[src/rtl/uart_pkg.sv]
// uart_pkg: constants shared by the UART transmitter and receiver, and the transmitter FSM state type.
// Contents: UART_DATA_BITS, line levels for start/stop/idle, tx_state_t.
// Macro: UART_TX_PARITY_EN adds the PARITY state to tx_state_t.
package uart_pkg;
   localparam int   UART_DATA_BITS   = 8;
   localparam logic UART_START_LEVEL = 1'b0;
   localparam logic UART_STOP_LEVEL  = 1'b1;
   localparam logic UART_IDLE_LEVEL  = 1'b1;
   typedef enum logic [2:0] {
      IDLE,
      START,
      DATA,
`ifdef UART_TX_PARITY_EN
      PARITY,
`endif
      STOP
   } tx_state_t;
endpackage

[src/rtl/uart_tx_if.sv]
// uart_tx_if: byte-write handshake and serial line status of the UART transmitter.
// Signals: i_TX_DV / i_TX_Byte (producer to transmitter),
//          o_TX_Ready, o_TX_Serial, o_TX_Active, o_TX_Done (transmitter to producer/line).
// Modports: master (producer side), slave (transmitter side).
interface uart_tx_if;
   logic       i_TX_DV;
   logic [7:0] i_TX_Byte;
   logic       o_TX_Ready;
   logic       o_TX_Serial;
   logic       o_TX_Active;
   logic       o_TX_Done;
   modport master (output i_TX_DV, i_TX_Byte, input o_TX_Ready, o_TX_Serial, o_TX_Active, o_TX_Done);
   modport slave  (input i_TX_DV, i_TX_Byte, output o_TX_Ready, o_TX_Serial, o_TX_Active, o_TX_Done);
endinterface

[src/rtl/uart_tx_fifo.sv]
// uart_tx_fifo: synchronous FIFO buffering bytes between producer and serialiser.
// Ports: i_Clock, i_Reset_n (sync, active-low), i_Push/i_Data (write, ignored when full),
//        i_Pop (read, ignored when empty), o_Data (head, combinational), o_Full, o_Empty, o_Count.
// DEPTH must be a power of two so the pointers wrap naturally.
module uart_tx_fifo #(
   parameter  int DEPTH = 4,
   parameter  int WIDTH = 8,
   localparam int AW    = $clog2(DEPTH)
) (
   input  logic             i_Clock,
   input  logic             i_Reset_n,
   input  logic             i_Push,
   input  logic [WIDTH-1:0] i_Data,
   input  logic             i_Pop,
   output logic [WIDTH-1:0] o_Data,
   output logic             o_Full,
   output logic             o_Empty,
   output logic [AW:0]      o_Count
);
   logic [WIDTH-1:0] r_Mem [DEPTH];
   logic [AW-1:0]    r_Wr, r_Rd;
   logic [AW:0]      r_Count;
   logic             w_Push, w_Pop;
   assign o_Full  = r_Count == (AW+1)'(DEPTH);
   assign o_Empty = r_Count == '0;
   assign o_Count = r_Count;
   assign o_Data  = r_Mem[r_Rd];
   // fullness is judged on the registered count, so a same-cycle pop never frees room for a push
   assign w_Push  = i_Push && !o_Full;
   assign w_Pop   = i_Pop && !o_Empty;
   always_ff @(posedge i_Clock)
      if (w_Push && i_Reset_n) r_Mem[r_Wr] <= i_Data;
   always_ff @(posedge i_Clock) begin
      if (!i_Reset_n) begin
         r_Wr    <= '0;
         r_Rd    <= '0;
         r_Count <= '0;
      end else begin
         r_Wr    <= r_Wr + AW'(w_Push);
         r_Rd    <= r_Rd + AW'(w_Pop);
         r_Count <= r_Count + (AW+1)'(w_Push) - (AW+1)'(w_Pop);
      end
   end
endmodule

[src/rtl/uart_tx.sv]
// uart_tx: FIFO-fed UART transmitter, 1 start bit, 8 data bits LSB first, optional even parity, 1 stop bit.
// Ports: i_Clock, i_Reset_n (sync, active-low), bus (uart_tx_if.slave):
//        i_TX_DV/i_TX_Byte write, o_TX_Ready (FIFO not full), o_TX_Serial (idle high),
//        o_TX_Active (frame on line), o_TX_Done (last cycle of stop bit).
// Macro: UART_TX_PARITY_EN inserts an even-parity bit between data and stop.
module uart_tx
   import uart_pkg::*;
#(
   parameter int CLKS_PER_BIT = 217,
   parameter int FIFO_DEPTH   = 4
) (
   input  logic     i_Clock,
   input  logic     i_Reset_n,
   uart_tx_if.slave bus
);
   localparam int            CW       = $clog2(CLKS_PER_BIT);
   localparam int            BW       = $clog2(UART_DATA_BITS);
   localparam int            AW       = $clog2(FIFO_DEPTH);
   localparam logic [CW-1:0] LAST     = CW'(CLKS_PER_BIT - 1);
   localparam logic [CW-1:0] DONE_AT  = CW'(CLKS_PER_BIT - 2);
   localparam logic [BW-1:0] LAST_BIT = BW'(UART_DATA_BITS - 1);
   tx_state_t                 r_State;
   logic [CW-1:0]             r_Cnt;
   logic [BW-1:0]             r_Bit;
   logic [UART_DATA_BITS-1:0] r_Shift;
   logic                      r_Serial, r_Active, r_Done;
   logic [UART_DATA_BITS-1:0] w_Head;
   logic [AW:0]               w_Count;
   logic                      w_Full, w_Empty, w_Last, w_Pop;
   uart_tx_fifo #(.DEPTH(FIFO_DEPTH), .WIDTH(UART_DATA_BITS)) u_fifo (
      .i_Clock  (i_Clock),
      .i_Reset_n(i_Reset_n),
      .i_Push   (bus.i_TX_DV && !w_Full),
      .i_Data   (bus.i_TX_Byte),
      .i_Pop    (w_Pop),
      .o_Data   (w_Head),
      .o_Full   (w_Full),
      .o_Empty  (w_Empty),
      .o_Count  (w_Count)
   );
   assign w_Last          = r_Cnt == LAST;
   // the next byte is taken either from idle or straight out of the last stop cycle, so frames abut
   assign w_Pop           = !w_Empty && (r_State == IDLE || (r_State == STOP && w_Last));
   assign bus.o_TX_Ready  = w_Count != (AW+1)'(FIFO_DEPTH);
   assign bus.o_TX_Serial = r_Serial;
   assign bus.o_TX_Active = r_Active;
   assign bus.o_TX_Done   = r_Done;
   always_ff @(posedge i_Clock) begin
      if (!i_Reset_n) begin
         r_State  <= IDLE;
         r_Cnt    <= '0;
         r_Bit    <= '0;
         r_Shift  <= '0;
         r_Serial <= UART_IDLE_LEVEL;
         r_Active <= 1'b0;
         r_Done   <= 1'b0;
      end else begin
         // registered one cycle early so the pulse lands in the final stop cycle
         r_Done <= (r_State == STOP) && (r_Cnt == DONE_AT);
         r_Cnt  <= (r_State == IDLE || w_Last) ? '0 : r_Cnt + 1'b1;
         if (w_Pop) begin
            r_State  <= START;
            r_Shift  <= w_Head;
            r_Bit    <= '0;
            r_Serial <= UART_START_LEVEL;
            r_Active <= 1'b1;
         end else begin
            case (r_State)
               START: if (w_Last) begin
                  r_State  <= DATA;
                  r_Serial <= r_Shift[0];
               end
               DATA: if (w_Last) begin
                  if (r_Bit == LAST_BIT) begin
`ifdef UART_TX_PARITY_EN
                     r_State  <= PARITY;
                     r_Serial <= ^r_Shift;
`else
                     r_State  <= STOP;
                     r_Serial <= UART_STOP_LEVEL;
`endif
                  end else begin
                     r_Bit    <= r_Bit + 1'b1;
                     r_Serial <= r_Shift[r_Bit + 1'b1];
                  end
               end
`ifdef UART_TX_PARITY_EN
               PARITY: if (w_Last) begin
                  r_State  <= STOP;
                  r_Serial <= UART_STOP_LEVEL;
               end
`endif
               STOP: if (w_Last) begin
                  r_State  <= IDLE;
                  r_Serial <= UART_IDLE_LEVEL;
                  r_Active <= 1'b0;
               end
               default: begin
                  r_State  <= IDLE;
                  r_Serial <= UART_IDLE_LEVEL;
                  r_Active <= 1'b0;
               end
            endcase
         end
      end
   end
endmodule

[src/flat_wrapper.sv]
// flat-port wrapper written by rule: the top's interface ports become plain ports
module uart_tx_flat import uart_pkg::*;
#(
   parameter int CLKS_PER_BIT = 217,
   parameter int FIFO_DEPTH   = 4
)
  (i_Clock, i_Reset_n, bus_i_TX_DV, bus_i_TX_Byte, bus_o_TX_Ready, bus_o_TX_Serial, bus_o_TX_Active, bus_o_TX_Done);
  uart_tx_if bus_i ();
  input  logic i_Clock;
  input  logic i_Reset_n;
  input wire logic [$bits(bus_i.i_TX_DV)-1:0] bus_i_TX_DV;
  input wire logic [$bits(bus_i.i_TX_Byte)-1:0] bus_i_TX_Byte;
  output wire logic [$bits(bus_i.o_TX_Ready)-1:0] bus_o_TX_Ready;
  output wire logic [$bits(bus_i.o_TX_Serial)-1:0] bus_o_TX_Serial;
  output wire logic [$bits(bus_i.o_TX_Active)-1:0] bus_o_TX_Active;
  output wire logic [$bits(bus_i.o_TX_Done)-1:0] bus_o_TX_Done;
  assign bus_i.i_TX_DV = bus_i_TX_DV;
  assign bus_i.i_TX_Byte = bus_i_TX_Byte;
  assign bus_o_TX_Ready = bus_i.o_TX_Ready;
  assign bus_o_TX_Serial = bus_i.o_TX_Serial;
  assign bus_o_TX_Active = bus_i.o_TX_Active;
  assign bus_o_TX_Done = bus_i.o_TX_Done;
  uart_tx #(.CLKS_PER_BIT(CLKS_PER_BIT), .FIFO_DEPTH(FIFO_DEPTH)) u_core (.i_Clock(i_Clock), .i_Reset_n(i_Reset_n), .bus(bus_i));
endmodule
[config.mk]
export PLATFORM = sky130hd
export DESIGN_NAME = uart_tx_flat
export DESIGN_NICKNAME = d
export VERILOG_FILES = /design/src/rtl/uart_pkg.sv /design/src/rtl/uart_tx_if.sv /design/src/rtl/uart_tx_fifo.sv /design/src/rtl/uart_tx.sv /design/src/flat_wrapper.sv
export SDC_FILE = /design/constraint.sdc
export NUM_CORES = 1
export LEC_CHECK = 0
export CAP_MARGIN = 20
export CORE_ASPECT_RATIO = 0.6
export CORE_MARGIN = 4
export CORE_UTILIZATION = 35
export CTS_BUF_LIST = sky130_fd_sc_hd__clkbuf_8
export DETAILED_ROUTE_END_ITERATION = 10
export SETUP_SLACK_MARGIN = 0.4
export SLEW_MARGIN = 20
export SYNTH_ARGS = -nofsm -noshare
export SYNTH_HDL_FRONTEND = slang
export SYNTH_SLANG_ARGS = --single-unit
[constraint.sdc]
create_clock -name i_Clock -period 3.75 [get_ports i_Clock]
set_clock_uncertainty 0.15 [all_clocks]
set_input_delay 0.5625 -clock i_Clock [delete_from_list [all_inputs] [get_ports i_Clock]]
set_output_delay 0.5625 -clock i_Clock [all_outputs]
set_load 0.02 [all_outputs]
# == After elaboration in Yosys (flattened, before gate mapping) ==
# Memory sizes are Yosys's and may differ from the RTL's. A register that Yosys moved wholly into a read port is not among the register bits.
# Cells that the tools add are included.
# totals
ram_bits,32
reg_bits,24
mem_count,1
word_cells,78
# classes
eq_ne,17
reduce_logical,22
n_lt_le_gt_ge,1
addsub,6
n_bitwise,2
n_mux,19
# mem_list
name,words,word_bits,read_ports,rd_clocked_by_memory_dff,write_ports,line,text
u_core.u_fifo.r_Mem,4,8,1,1,1,uart_tx_fifo.sv:20,logic [WIDTH-1:0] r_Mem [DEPTH];
# op_table
operator,count
$eq 8x8->1 const B,2
$mux 3,4
$ne 3x2->1 const B,4
$mux 1,11
$ne 2x1->1 const B,5
$pmux 3 s3,1
$add 8x1->8 const B,1
$reduce_and 4->1,2
$logic_and 1x1->1,7
$eq 3x2->1 const B,2
$eq 3x3->1 const B,2
$logic_not 3->1,2
$reduce_and 3->1,2
$reduce_or 2->1,3
$add 2x1->2,2
$lt 3x4->1 const B,1
$add 3x1->3,1
$add 3x1->3 const B,1
$bmux 1 s3,1
$eq 3x1->1 const B,1
$logic_not 1->1,3
$ne 3x3->1 const B,1
$pmux 1 s3,1
$sub 3x1->3,1
other kinds (4),6

# == Longest topological paths before layout ==
# Gate-level depths: netlist (run 1).
# logic_depth
ltp_word,7
ltp_mapped,12

# == Cells and area by module ==
# From an unflattened synthesis (run 1), not the netlist that was laid out.
# unflattened
hier_cells,217
area_unflattened_um2,2795.2
# modules_own_cells
module,n_inst,cells_per_inst,area_per_inst_um2
uart_tx_fifo,1,83,1559.0
uart_tx,1,134,1236.2

# == Worst setup path before layout (run 1) ==
# Ideal clock, no wire load.
# synth_timing
kind,reg2reg
from,register u_core.r_Cnt[0]
to,register u_core.u_fifo.r_Count[2] (netlist: u_core.u_fifo.o_Count[2])
path_stages_with_launch,13
required_ps,3472
t_arrival_ps,2309
synth_period_minus_slack_ps,2586
path_slack_ps,1164
cell_sequence,dfxtp_1 inv_1 ha_1 nand3b_2 o31ai_4 buf_6 xor2_1 ha_1 inv_1 fa_1 xor2_1 xnor2_1 nor2_1
# synth_via
elab_chain_cells,6
# synth_rtl
element,line,text
start: declaration,uart_tx.sv:23,logic [CW-1:0] r_Cnt;
start signal: assignment,uart_tx.sv:60,r_Cnt <= (r_State == IDLE || w_Last) ? '0 : r_Cnt + 1'b1;
$eq 8x8->1,uart_tx.sv:41,assign w_Last = r_Cnt == LAST;
$logic_and 1x1->1,uart_tx.sv:43,assign w_Pop = !w_Empty && (r_State == IDLE || (r_State == STOP && w_Last));
$logic_or 1x1->1,uart_tx.sv:43,
$logic_and 1x1->1,uart_tx.sv:43,
$logic_and 1x1->1,uart_tx_fifo.sv:30,assign w_Pop = i_Pop && !o_Empty;
$sub 3x1->3,uart_tx_fifo.sv:41,r_Count <= r_Count + (AW+1)'(w_Push) - (AW+1)'(w_Pop);
end signal: assignment,uart_tx_fifo.sv:41,
end: declaration,uart_tx_fifo.sv:22,logic [AW:0] r_Count;
# No other way between the ends.
# A chain may end at the register's enable or synchronous reset.

# == Worst setup path in the final report (run 1) ==
# Same ends and word-level chain as after synthesis.

==> results of run 1 <==
## metal layers
metal / wire length [microns] / vias up / global-route usage (%)
li1: - / 770 / -
met4: 63 / 0 / 4.10
met1: 2360 / 731 / 15.6
met2: 1880 / 26 / 16.1
met5: 0 / - / 0
met3: 272 / 8 / 5.56
## cells in the mapped netlist (2+ instances only)
| cell | number | area (sq um) |
|---|---|---|
| mux4_2 | 9 | 203 |
| edfxtp_1 | 32 | 961 |
| nor3_1 | 5 | 25.0 |
| a21oi_1 | 2 | 10.0 |
| nor2_1 | 26 | 97.6 |
| buf_6 | 2 | 22.5 |
| clkbuf_1 | 3 | 11.3 |
| nor3b_1 | 3 | 22.5 |
| nand2_1 | 5 | 18.8 |
| nand3_1 | 4 | 20.0 |
| and3_1 | 2 | 12.5 |
| and2_1 | 2 | 12.5 |
| nand2b_1 | 3 | 18.8 |
| inv_1 | 8 | 30.0 |
| xor2_1 | 6 | 52.6 |
| dfxtp_1 | 31 | 621 |
| ha_1 | 10 | 125 |
| mux2i_1 | 14 | 140 |
| nand4_1 | 2 | 12.5 |
| o31ai_1 | 2 | 15.0 |
| xnor2_1 | 6 | 52.6 |
| a31oi_1 | 3 | 18.8 |
| o21ai_0 | 2 | 10.0 |
## kinds of logic (layout without fill, tap and decap cells)
logic type,count (synthesis),count (layout),share of synthesized area [%]
compound gates,16,16,4.52
xor+xnor,12,12,3.91
fa+ha+maj,11,11,5.40
buf+inv,14,42,2.51
flops,63,63,58.8
mux,23,23,12.8
simple gates,60,60,12.1
## cell usage in the layout (no fill, tap or decap), types with 3 or more instances in the layout
cell / n
xor2_1: 6
edfxtp_1: 32
a31oi_1: 3
clkbuf_8: 9
mux2i_1: 14
mux4_2: 9
buf_4: 4
clkdlybuf4s50_1: 14
nor3b_1: 3
nand3_1: 4
nand2b_1: 3
inv_1: 10
nand2_1: 5
ha_1: 10
xnor2_1: 6
dfxtp_1: 31
nor3_1: 5
nor2_1: 26
## where the power goes
group	internal, W	switching, W	total (W)
logic	0.000302	0.000281	0.000582
registers	0.000832	0.000104	0.000936
clock network	0.000303	0.000260	0.000563
## flip-flops by register name, indices dropped and copies added (netlist names)
name / count
u_core.u_fifo.r_Mem: 32
u_core.r_Cnt: 8
u_core.r_Shift: 8
u_core.r_Bit: 3
u_core.u_fifo.o_Count: 3
u_core.r_State: 2
u_core.u_fifo.r_Rd: 2
u_core.u_fifo.r_Wr: 2
u_core.bus.o_TX_Active: 1
u_core.bus.o_TX_Done: 1
u_core.bus.o_TX_Serial: 1
## path summary, 6_finish.rpt
check | start | end | slack (ns) | cells past startpoint
setup reg to reg | u_core.r_Cnt[0] | u_core.u_fifo.o_Count[2] | 1.24 | 11
hold reg to reg | u_core.r_Cnt[0] | u_core.r_Cnt[0] | 0.31 | 1
setup / recovery | u_core.r_Cnt[0] | u_core.u_fifo.o_Count[2] | 1.24 | 11
hold / removal | u_core.r_Cnt[0] | u_core.r_Cnt[0] | 0.31 | 1
## per-stage QoR
step | total power (W) | utilization, % | instances | worst slack, ns | area, sq um
floorplan | 0.00140 | - | 199 | 1.16 | 2690
global placement | 0.00153 | 40.1 | 315 | 0.986 | 2950
detailed placement | 0.00154 | 40.1 | 315 | 0.936 | 2950
CTS | 0.00211 | 42.7 | 331 | 1.24 | 3140
global route | 0.00223 | 42.7 | 331 | 1.02 | 3140
finish | 0.00208 | 42.7 | 331 | 1.24 | 3140
## area by class of cell
class                   count  share of cell area [%]
inverters                   8                   0.956
repair buffers             18                    5.42
well taps                 104                    4.14
flip-flops and latches     63                    50.4
multi-input cells         122                    33.1
clock inverters             7                    2.11
clock buffers               9                    3.94
==> flow_metrics.py, run 1 <==
metrics = {
    "run_status": {
        "status": "finished, final reports clean",
    },
    "placed_design": {
        "finalWeightedCongestion": 0.828,
        "dp_hpwl_microns": 3220,
        "portBuffers": 14,
    },
    "flow_run": {
        "drv_cap": 0,
    },
    "grt": {
        "grt_pass1_vias": 1483,
        "grt_pass1_wl_microns": 7750,
        "grt_antenna_before_repair": 0,
        "grt_overflow": 0,
        "track_usage_pct": 11.5,
        "grt_max_degree": 16,
    },
    "worst_setup_path": {
        "crit_path_end_kind": "flip-flop",
        "critPathRequiredTime_ns": 3.81,
        "cp_slowest_stage_delay_ns": 0.37,
        "path_class": "flip-flop to flip-flop",
        "crit_family": "adder cells",
        "path_max_fanout": 4,
        "cp_cell_sequence": "inv_1 > ha_1 > nand3b_2 > o31ai_4 > xor2_1 > ha_1 > inv_1 > fa_1 > xor2_1 > xnor2_1 > nor2_1",
        "critPathBufInv": 2,
        "cp.arrival_ns": 2.57,
        "slowest_stage": "fa_1",
        "start_kind": "flip-flop",
    },
    "worst_hold_path": {
        "hp-class": "flip-flop to flip-flop",
    },
    "drt": {
        "drt_iter0_drc": 57,
        "ant_nets": 0,
        "drcViolationCount": 0,
        "viasPerCell": 4.64,
        "vias": 1535,
        "routed_wl_microns": 4580,
        "first_pass_iters": 4,
        "wl_per_cell_microns": 13.8,
    },
    "timing": {
        "tightest_slew_ns": 0.621,
        "min_period_over_period_pct": 66.9,
        "setup_viol": 0,
        "hold_viol": 0,
        "tns_ns": 0,
        "slew_viol_final": 0,
        "slew-limit-headroom_pct": 58.5,
        "fmax_mhz": 399,
        "hold_ws_ns": 0.308,
        "grt_setup_unrepaired": "false",
        "post-route-min-period_ns": 2.51,
    },
    "clock_tree": {
        "numCtsBuffers": 9,
        "clkTransAtPathRegs_ns": 0.07,
        "post_cts_buffers": 0,
        "ctsLongestPathBuffers": 2,
        "hold_buffers": 0,
        "cts_htree_levels": 3,
        "clock_latency_ns": 0.34,
        "cts-root-buf": "clkbuf_8",
        "cts_tree": "done",
        "cts_resized": 0,
        "cts_num_sinks": 63,
    },
    "logic_synthesis": {
        "yosysWarnings": 0,
        "synth_flop_cell": "edfxtp_1",
        "ys_ff_latch": 63,
        "ys_seq_area_share_pct": 58.8,
        "syn_inst": 199,
        "syn-mean-instance-area_sq_um": 13.5,
        "syn_area_sq_um": 2690,
        "async_reset_ff_share_pct": 0,
        "synth-edff-count": 32,
        "synth_fp_nets": 221,
        "synth_cell_types": 40,
    },
    "floorplan": {
        "dieArea_sq_um": 9190,
        "fp-row-count": 24,
        "ios": 15,
        "core_area_sq_um": 7360,
        "initial_core_util_pct": 36.5,
        "dieWidth_microns": 121,
        "die_h_microns": 75.9,
    },
    "layout": {
        "seqCellArea_sq_um": 1580,
        "nNetsFinal": 244,
        "fillCellCount": 699,
        "area_delta_synth_final_pct": 16.9,
        "drive_gt1_share_pct": 13.7,
        "multiInputGateArea_sq_um": 1040,
        "n_antenna_cell": 0,
    },
    "power_and_ir_drop": {
        "power.density_nw_per_um2": 663,
        "p_leak_nw": 1.14,
        "ir_drop_mv": 0.254,
    },
}
Power figures use the tool's default switching activity.
==> run 2, diff against run 1 <==
==> constraint.sdc (replaced) <==
create_clock -name i_Clock -period 2.05 [get_ports i_Clock]
set_clock_uncertainty 0.15 [all_clocks]
set_input_delay 0.3075 -clock i_Clock [delete_from_list [all_inputs] [get_ports i_Clock]]
set_output_delay 0.3075 -clock i_Clock [all_outputs]
set_load 0.02 [all_outputs]
==> flow_metrics.py, run 2 (synthesis results as in run 1) <==
metrics = {
    "run_status": {
        "status": "complete, but fails checks",
        "violations": "setup timing",
    },
    "drt": {
        "viasPerCell": 4.59,
        "drcViolationCount": 0,
        "wl_per_cell_microns": 14.6,
        "routed_wl_microns": 5570,
        "ant_nets": 0,
        "drt_iter0_drc": 77,
        "first_pass_iters": 5,
        "vias": 1753,
    },
    "floorplan": {
        "fp-row-count": 24,
        "die_h_microns": 75.9,
        "core_area_sq_um": 7360,
        "ios": 15,
        "dieWidth_microns": 121,
        "dieArea_sq_um": 9190,
        "initial_core_util_pct": 36.5,
    },
    "clock_tree": {
        "cts_tree": "done",
        "cts_htree_levels": 3,
        "ctsLongestPathBuffers": 2,
        "numCtsBuffers": 9,
        "clock_latency_ns": 0.35,
        "clkTransAtPathRegs_ns": 0.07,
        "cts_num_sinks": 63,
        "cts-root-buf": "clkbuf_8",
    },
    "layout": {
        "largest-register": "u_core.u_fifo.r_Mem",
        "area_delta_synth_final_pct": 46.4,
        "final_common_cell": "edfxtp_1",
        "reg_top3": "u_core.u_fifo.r_Mem (32), u_core.r_Cnt (8), u_core.r_Shift (8)",
        "n_antenna_cell": 0,
        "layout_common_cells": "edfxtp_1 (32), buf_4 (31), dfxtp_1 (22)",
        "drive_gt1_share_pct": 48.2,
        "largest_reg_flops": 32,
        "nNetsFinal": 295,
    },
    "timing": {
        "hold_viol": 0,
        "grt_setup_unrepaired": "true",
        "hold_ws_ns": 0.357,
        "setup_viol": 3,
        "min_period_over_period_pct": 112,
        "slew-limit-headroom_pct": 72.3,
        "slew_viol_final": 0,
        "fmax_mhz": 435,
        "setup_ws_ns": -0.247,
        "post-route-min-period_ns": 2.30,
        "tightest_slew_ns": 0.416,
    },
    "grt": {
        "grt_antenna_before_repair": 0,
        "track_usage_pct": 13.4,
        "grt_overflow": 0,
        "grt_pass1_wl_microns": 8960,
        "grt_max_degree": 15,
        "grt_pass1_vias": 1793,
    },
    "placed_design": {
        "dp_hpwl_microns": 3570,
        "finalWeightedCongestion": 0.772,
        "portBuffers": 14,
        "preCtsSetupSlack_ns": -0.317,
    },
    "worst_setup_path": {
        "critPathRequiredTime_ns": 2.14,
        "cp.arrival_ns": 2.39,
        "path_class": "flip-flop to flip-flop",
        "path_max_fanout": 3,
        "cp_cell_sequence": "ha_4 > o31ai_4 > o31ai_4 > xor2_1 > ha_2 > inv_2 > fa_2 > xor2_2 > xnor2_1 > nor2_1",
        "crit_path_frequent_cell": "o31ai_4",
        "cp_slowest_stage_delay_ns": 0.38,
        "slowest_stage": "dfxtp_4",
        "start_kind": "flip-flop",
        "crit_path_end_kind": "flip-flop",
    },
    "power_and_ir_drop": {
        "ir_drop_mv": 0.612,
        "p_leak_nw": 1.48,
        "power.density_nw_per_um2": 1250,
    },
    "flow_run": {
        "drv_cap": 0,
    },
    "worst_hold_path": {
        "hp-class": "flip-flop to flip-flop",
    },
}
run 2: final cells by class:
cell class | count | area [sq um]
fillers | 597 | 3420
flip-flops and latches | 63 | 1610
multi-input cells | 122 | 1310
repair buffers | 69 | 688
well taps | 104 | 130
clock buffers | 9 | 124
clock inverters | 7 | 48.8
inverters | 8 | 30.0
run 2: final timing paths:
kind | slack (ns) | to | depth (start not counted) | startpoint
setup / recovery | -0.25 | u_core.u_fifo.o_Count[2] | 10 | u_core.r_State[0]
hold / removal | 0.36 | u_core.r_Shift[6] | 2 | u_core.r_Shift[6]
hold reg to reg | 0.36 | u_core.r_Shift[6] | 2 | u_core.r_Shift[6]
setup reg to reg | -0.25 | u_core.u_fifo.o_Count[2] | 10 | u_core.r_State[0]
run 2: critical path: cells and delay by family, from the launching register on:
| kind | cells | cell delay, ns |
|---|---|---|
| simple gates | 1 | 0.07 |
| xor+xnor | 3 | 0.49 |
| buf+inv | 1 | 0.04 |
| compound gates | 2 | 0.35 |
| fa+ha+maj | 3 | 0.71 |
| flops | 1 | 0.38 |
run 2: power breakdown:
part / switching, W / internal, W
sequential: 0.000179 / 0.00154
combinational: 0.000905 / 0.00134
clock: 0.000509 / 0.000441
total: 0.00159 / 0.00332
run 2: repair_timing:
item | CTS | global route
gates cloned | 0 | 0
pin swaps | 13 | 23
hold endpoints to repair | 0 | 0
gates resized for setup | 59 | 26
hold buffers | 0 | 0
endpoints found under the setup margin | 62 | 56
buffers inserted | 15 | 8
run 2: through the flow:
| stage | power, W | area (sq um) | instances | TNS, ns | utilization (%) |
|---|---|---|---|---|---|
| after global routing | 0.00521 | 3940 | 382 | -2.08 | 53.5 |
| final | 0.00492 | 3940 | 382 | -0.340 | 53.5 |
| after detailed placement | 0.00305 | 3290 | 343 | -2.58 | 44.7 |
| after CTS | 0.00465 | 3780 | 374 | -0.324 | 51.4 |
| after global placement | 0.00303 | 3290 | 343 | -1.42 | 44.7 |
| after floorplan | 0.00261 | 2780 | 199 | -0.820 | - |
run 2: metal layers:
metal  up-vias  global-route usage [%]  routed length, microns
met3         4                    6.75                     279
li1        880                       -                       -
met4         0                    4.35                      32
met5         -                       0                       0
met2        32                    20.9                    2570
met1       837                    16.4                    2690
